$ cat src/rtl/seq_divider_8_if.sv
// Start/busy/done handshake and operand/result bundle between the ALU control FSM
// and the sequential divider.
interface seq_divider_8_if #(
  parameter int W = 8
);
  logic         start;
  logic [W-1:0] dividend;
  logic [W-1:0] divisor;
  logic         busy;
  logic         done;
  logic [W-1:0] quotient;
  logic [W-1:0] remainder;
  logic         div_by_zero;

  modport master (
    output start, dividend, divisor,
    input  busy, done, quotient, remainder, div_by_zero
  );

  modport slave (
    input  start, dividend, divisor,
    output busy, done, quotient, remainder, div_by_zero
  );
endinterface

$ cat src/rtl/seq_divider_8.sv
// Multi-cycle unsigned restoring divider: one quotient bit per clock.
// Results are registered and held until the next accepted start.
module seq_divider_8 #(
  parameter int W = 8
) (
  input logic          clk,
  input logic          rst,
  seq_divider_8_if.slave bus
);
  localparam int CW = $clog2(W);

  typedef enum logic [1:0] {IDLE, RUN, DONE} state_t;

  state_t        state;
  logic [W-1:0]  dvd_shift;
  logic [W-1:0]  dvs;
  logic [W-1:0]  prem;
  logic [W-1:0]  q_shift;
  logic [CW-1:0] count;
  logic          busy_r;
  logic          done_r;
  logic [W-1:0]  quotient_r;
  logic [W-1:0]  remainder_r;
  logic          dz_r;

  logic [W:0]    trial;
  logic [W:0]    diff;
  logic          q_bit;
  logic [W-1:0]  next_rem;

  // The partial remainder is always below the divisor, so the shifted trial fits
  // in W+1 bits and a successful subtract always fits back into W bits.
  always_comb begin
    trial    = {prem, dvd_shift[W-1]};
    diff     = trial - {1'b0, dvs};
    q_bit    = (trial >= {1'b0, dvs});
    next_rem = q_bit ? diff[W-1:0] : trial[W-1:0];
  end

  always_ff @(posedge clk or posedge rst) begin
    if (rst) begin
      state       <= IDLE;
      dvd_shift   <= '0;
      dvs         <= '0;
      prem        <= '0;
      q_shift     <= '0;
      count       <= '0;
      busy_r      <= 1'b0;
      done_r      <= 1'b0;
      quotient_r  <= '0;
      remainder_r <= '0;
      dz_r        <= 1'b0;
    end else begin
      done_r <= 1'b0;
      unique case (state)
        IDLE, DONE: begin
          if (bus.start) begin
            dvd_shift <= bus.dividend;
            dvs       <= bus.divisor;
            prem      <= '0;
            q_shift   <= '0;
            count     <= '0;
            dz_r      <= (bus.divisor == '0);
            // Divide by zero skips iteration and reports all-ones / dividend.
            if (bus.divisor == '0) begin
              state       <= DONE;
              done_r      <= 1'b1;
              busy_r      <= 1'b0;
              quotient_r  <= '1;
              remainder_r <= bus.dividend;
            end else begin
              state  <= RUN;
              busy_r <= 1'b1;
            end
          end else begin
            state <= IDLE;
          end
        end
        RUN: begin
          prem      <= next_rem;
          q_shift   <= {q_shift[W-2:0], q_bit};
          dvd_shift <= {dvd_shift[W-2:0], 1'b0};
          count     <= count + 1'b1;
          if (count == CW'(W - 1)) begin
            quotient_r  <= {q_shift[W-2:0], q_bit};
            remainder_r <= next_rem;
            state       <= DONE;
            done_r      <= 1'b1;
            busy_r      <= 1'b0;
          end
        end
        default: begin
          state  <= IDLE;
          busy_r <= 1'b0;
        end
      endcase
    end
  end

  assign bus.busy        = busy_r;
  assign bus.done        = done_r;
  assign bus.quotient    = quotient_r;
  assign bus.remainder   = remainder_r;
  assign bus.div_by_zero = dz_r;
endmodule

$ cat src/flat_wrapper.sv
// flat-port wrapper written by rule: the top's interface ports become plain ports
module seq_divider_8_flat 
#(
  parameter int W = 8
)
  (clk, rst, bus_start, bus_dividend, bus_divisor, bus_busy, bus_done, bus_quotient, bus_remainder, bus_div_by_zero);
  seq_divider_8_if #(.W(W)) bus_i ();
  input logic clk;
  input logic rst;
  input wire logic [$bits(bus_i.start)-1:0] bus_start;
  input wire logic [$bits(bus_i.dividend)-1:0] bus_dividend;
  input wire logic [$bits(bus_i.divisor)-1:0] bus_divisor;
  output wire logic [$bits(bus_i.busy)-1:0] bus_busy;
  output wire logic [$bits(bus_i.done)-1:0] bus_done;
  output wire logic [$bits(bus_i.quotient)-1:0] bus_quotient;
  output wire logic [$bits(bus_i.remainder)-1:0] bus_remainder;
  output wire logic [$bits(bus_i.div_by_zero)-1:0] bus_div_by_zero;
  assign bus_i.start = bus_start;
  assign bus_i.dividend = bus_dividend;
  assign bus_i.divisor = bus_divisor;
  assign bus_busy = bus_i.busy;
  assign bus_done = bus_i.done;
  assign bus_quotient = bus_i.quotient;
  assign bus_remainder = bus_i.remainder;
  assign bus_div_by_zero = bus_i.div_by_zero;
  seq_divider_8 #(.W(W)) u_core (.clk(clk), .rst(rst), .bus(bus_i));
endmodule
$ cat config.mk
export PLATFORM = sky130hd
export DESIGN_NAME = seq_divider_8_flat
export DESIGN_NICKNAME = d
export VERILOG_FILES = /design/src/rtl/seq_divider_8_if.sv /design/src/rtl/seq_divider_8.sv /design/src/flat_wrapper.sv
export SDC_FILE = /design/constraint.sdc
export NUM_CORES = 1
export LEC_CHECK = 0
export CORE_ASPECT_RATIO = 1.25
export CORE_MARGIN = 2
export CORE_UTILIZATION = 50
export DETAILED_ROUTE_END_ITERATION = 6
export PLACE_DENSITY = 0.73
export SETUP_SLACK_MARGIN = 0.1
export SYNTH_ARGS = -nofsm -noshare
export SYNTH_HDL_FRONTEND = slang
export SYNTH_SLANG_ARGS = --single-unit
$ cat constraint.sdc
create_clock -name clk -period 3.8 [get_ports clk]
set_input_delay 0.57 -clock clk [delete_from_list [all_inputs] [get_ports clk]]
set_output_delay 0.57 -clock clk [all_outputs]
set_load 0.005 [all_outputs]
Yosys cells after proc, flatten, opt, wreduce, memory -nomap -nowiden
Index checks and enable logic that the tools add are counted.
- logic and storage cells: 56
- flip-flop bits (word level): 55
- input bits: 19
- output and inout bits: 19
- muxes and demuxes: 28
- $lt $le $gt $ge: 1
- eq/ne operators: 6
- reduce and logical (&&, ||, !) cells: 8
- $add $sub $neg: 2
- operators with widths (operator ; count):
    $mux W8 ; 9
    $pmux W8 S2 ; 4
    $pmux W7 S2 ; 1
    $ge A9 B8 Y1 ; 1
    $logic_not A8 Y1 ; 1
    $sub A8 B8 Y8 ; 1
    $mux W1 ; 6
    $mux W2 ; 3
    $pmux W3 S2 ; 1
    $reduce_and A2 Y1 ; 3
    $ne A2 B1 Y1 const B ; 2
    $pmux W1 S2 ; 2
    $pmux W2 S2 ; 1
    $reduce_and A4 Y1 ; 1
    $add A3 B1 Y3 const B ; 1
    $eq A3 B3 Y1 const B ; 1
    $mux W3 ; 1
    $eq A2 B1 Y1 const B ; 1
    $eq A2 B2 Y1 const B ; 1
    $logic_not A2 Y1 ; 1
    $ne A2 B2 Y1 const B ; 1
    $reduce_bool A2 Y1 ; 1
    $reduce_or A2 Y1 ; 1

Logic depth before layout (Yosys ltp)
- word-level depth: 4
- gate-level depth with buffers: 9
- mapped depth without buffers: 9

Least setup slack after synthesis
No wires, ideal clock.
- kind: flip-flop to flip-flop
- start: register u_core.prem[5]
- end: register u_core.remainder_r[1] (netlist: u_core.bus.remainder[1])
- library setup time: 0.126 ns
- stages on the path, launching flop included: 9
- period minus slack after synthesis: 2.137 ns
- data arrival time: 2.011 ns
- setup slack: 1.663 ns
- buffers on the path: 1
- required time: 3.674 ns
- path through: dfrtp_1 -> ha_1 -> a21oi_1 -> o21ai_0 -> a211o_1 -> a31o_1 -> buf_6 -> mux2i_1 -> a221o_1
- longest elaborated chain between the ends: 4
- RTL lines (item ; line ; text):
    start: declaration ; seq_divider_8.sv:17 ; logic [W-1:0] prem;
    start signal: assignment ; seq_divider_8.sv:80 ; prem <= next_rem;
    $ge A9 B8 Y1 ; seq_divider_8.sv:36 ; q_bit = (trial >= {1'b0, dvs});
    $mux W8 ; seq_divider_8.sv:37 ; next_rem = q_bit ? diff[W-1:0] : trial[W-1:0];
    $mux W8 ; seq_divider_8.sv:84 ; if (count == CW'(W - 1)) begin
    $pmux W8 S2 ; seq_divider_8.sv:55 ; unique case (state)
    end signal: assignment ; seq_divider_8.sv:70 ; remainder_r <= bus.dividend;
    end signal: assignment ; seq_divider_8.sv:86 ; remainder_r <= next_rem;
    end: declaration ; seq_divider_8.sv:23 ; logic [W-1:0] remainder_r;
No other way between the ends. The select of a mux whose other input is x is not followed.
A chain may end at the register's enable or synchronous reset.

Final worst setup path
- start: register u_core.count[0]
- end: register u_core.remainder_r[0] (netlist: u_core.bus.remainder[0])
- longest elaborated chain between the ends: 3
- RTL lines (item ; line ; text):
    start: declaration ; seq_divider_8.sv:19 ; logic [CW-1:0] count;
    start signal: assignment ; seq_divider_8.sv:83 ; count <= count + 1'b1;
    $eq A3 B3 Y1 ; seq_divider_8.sv:84 ;
    $ne A2 B1 Y1 (no source line) ; n/a ;
    $reduce_and A4 Y1 (no source line) ; n/a ;
No other way between the ends.

==> impl_results.md <==
* Outcome: complete, no violations
* Slowest CP cell: a21oi_2
* Mapped Avg Cell Area at 9.732 sq um
* Core ar. at 5116 sq um
* Clock share of power at 12.8%
* Clock buffer depth at 2
* Seq/Total Area, Yosys at 51.43%
* Sequential share of power at 33.4%
* Initial antenna violation count at 0
* Synth warnings at 0
* Routed Antenna Nets at 0
* I/O Buffers at 37
* First-pass GRT wire length at 10020 microns
* Setup_tns at 0 ns
* Final worst setup slack at 1.097 ns
* Post CTS Setup Buffer Count at 0
* CTS clk-pin slew, worst paths at 0.10 ns
* Worst vdd ir at 464.6 uV
* Max incr delay on CP at 0.65 ns
* Post-synthesis instance area at 2676 sq um
* Fin. Hold Viols at 0
* CTS tree: yes
* Synthesized net count at 305
* Total power at 3.164 mW
* Site row count at 29
* Ports at 38
* CP endpoint kind: flip-flop
* Iteration-0 DRC Markers at 216
* Cell breakdown of the critical path: ha_1 > ha_1 > and2_1 > a21oi_2 > inv_2 > and3_1 > a221o_1
* Worst skew pair latency at 0.31 ns
* DR WL/cell at 16.20 microns
* Number of synthesized register bits at 55
* CTS buffer count at 5
* Synth top area cells: dfrtp_1 (51%), nand2_1 (5.5%), ha_1 (4.7%), nor2_1 (4.5%), o21ai_0 (3.7%)
* Worst slew pin tran at 1.081 ns
* Count of final setup violators at 0
* FFs w/ async S/R, synth at 100.0%
* Slew margin rel. at 27.92%
* Static Leak at 1.440 nW
* Cell Pwr Density at 989.0 nW/um^2
* Starting Density at 52.31%
* Final period util at 71.14%
* Clk sinks at 55
* Gate Count Post-Synth at 275
* Final WL at 6010 microns
* P&R area growth vs syn at 19.54%
* Worst EP required at 4.01 ns
* Sw Share at 40.77%
* Tmin final at 2.703 ns
* Total of max-cap violations at 0
* Power Internal at 1.874 mW
* Root Driver: clkbuf_8
* Yosys cell types at 46
* GRT Total Usage at 21.26%
* Post-cts resize count at 0
* Switching power total at 1.290 mW
* Number of global-route vias before repair at 2089
* Largest net degree at the start of global routing at 40
* Unrepaired setup endpoints after global routing: false
* TritonRoute pass-1 iters at 4
* Die area at 5957 sq um
* F_max at 0.3699 GHz
* CP Max Fanout at 19
* Vias/cell at 5.814
* Reg2reg path depth at 7
* Slew Viols, Final at 0
* Layout cells sized above 1 at 6.472%
* Die Y at 85.80 microns
* Post-synth EDFFs at 0
* Hold Path Class: flip-flop to flip-flop
* DRC errors left at 0
* Synth Flop Type: dfrtp_1
* Die X at 69.44 microns
* Pre-CTS setup slack at 0.9420 ns
* Final net count at 338
* Most frequent CP cell: ha_1
* GPL Wtd Cong at 0.8335
* Worst hold slack at 0.4936 ns
* WP data arrival at 2.91 ns
* Launching element type of the critical path: flip-flop
* H-Tree Depth at 2
* Hpwl dp at 4224 microns
* Ant. Diodes at 0
* Top cell type's share of synthesized area at 51.43%
* Gr ovfl total at 0
* Area leader, netlist: dfrtp_1
* CP Class: flip-flop to flip-flop
* Setup Skew at 0.008191 ns
* Combinational power share at 53.7%
* Via count at 2157
* Hold depth at 2
* Hold Buf Count CTS at 0
-- layout by cell type (no fill, tap or decap), types with 2 or more instances in the layout --
master           synthesis  routed
xnor2_1                  2       2
o22ai_1                  4       4
a31oi_1                 11      11
a21oi_1                  9       9
a32oi_1                  2       2
nor2_1                  32      32
buf_4                    1       3
inv_2                    1       2
a221o_1                  2       2
o21ai_0                 20      20
nor2b_1                  2       2
inv_1                   13      12
dfrtp_1                 55      55
ha_1                    10      10
or3_1                    3       3
mux2i_1                  5       5
o311ai_0                 2       2
nand4_1                  2       2
clkdlybuf4s50_1          0      37
nand2_1                 39      39
xor2_1                   2       2
and3_1                   2       2
nand3_1                  2       2
or4_1                    2       2
nor3_1                   9       9
clkbuf_8                 0       6
a22o_1                  10      10
nand2b_1                 4       4
-- layout make-up --
class,instances,area (sq um)
clock buffer,6,82.58
clock inverter,2,35.03
multi-input combinational,192,1182
tap,62,77.57
fill,434,1917
sequential,55,1376
timing repair buffer,40,392.9
inverter,14,52.55
-- critical path: cells and delay by family, from the launching register on --
family / cells / cell delay [ns]
and+or+nand+nor: 2 / 0.52
AOI/OAI and AO/OA: 2 / 0.91
buffers and inverters: 1 / 0.31
DFF: 1 / 0.41
adders and majority gates: 2 / 0.43
-- kinds of logic (layout without fill, tap and decap cells) --
group	Yosys count	count (layout)	share of synthesized area, %
compound gates	70	70	18.37
xor+xnor	4	4	1.309
fa+ha+maj	11	11	5.423
mux	5	5	1.870
simple gates	102	102	17.20
buf+inv	28	62	4.394
flops	55	55	51.43
-- power by group through the flow --
stage	Sequential [mW]	Clock, mW	Combinational, mW
floorplan	1.02	0	1.25
detailed placement	1.07	0	1.69
CTS	1.06	0.411	1.70
global placement	1.06	0	1.66
finish	1.06	0.407	1.70
global route	1.09	0.432	1.90
-- path summary, 6_finish.rpt --
check | start | to | slack, ns
hold reg to reg | u_core.bus.div_by_zero | u_core.bus.div_by_zero | 0.49
max in group asynchronous | rst | u_core.prem[0] | 2.36
hold / removal | u_core.bus.div_by_zero | u_core.bus.div_by_zero | 0.49
setup reg to reg | u_core.count[0] | u_core.bus.remainder[0] | 1.10
min in group asynchronous | rst | u_core.q_shift[2] | 0.71
setup / recovery | u_core.count[0] | u_core.bus.remainder[0] | 1.10
-- Yosys cell counts, types with 3 or more instances --
master / n
or3_1: 3
nor3_1: 9
mux2i_1: 5
clkbuf_1: 9
nand2_1: 39
a31oi_1: 11
a22o_1: 10
o21ai_0: 20
nor2_1: 32
a21oi_1: 9
inv_1: 13
nand2b_1: 4
ha_1: 10
o22ai_1: 4
dfrtp_1: 55
-- state kept, by name, summed over array words and instances, names as in the netlist --
name,count
u_core.bus.busy,1
u_core.bus.div_by_zero,1
u_core.bus.done,1
u_core.prem,8
u_core.state,2
u_core.dvd_shift,8
u_core.bus.remainder,8
u_core.dvs,8
u_core.bus.quotient,8
u_core.q_shift,7
u_core.count,3
-- layer usage --
metal	track usage, %	up-vias	part of all wire (%)
met4	7.308	0	1.4
met5	0	-	0
met3	3.878	9	5.2
met1	27.30	1055	42
li1	-	1025	-
met2	36.36	68	51
-- per-stage QoR --
stage / area [sq um] / utilization (%) / cells
finish: 3199 / 62.53 / 371
global route: 3199 / 62.53 / 371
CTS: 3199 / 62.53 / 371
detailed placement: 3082 / 60.23 / 363
global placement: 3082 / 60.23 / 363
floorplan: 2676 / - / 275
No activity file was read; power rests on OpenSTA's default activity.
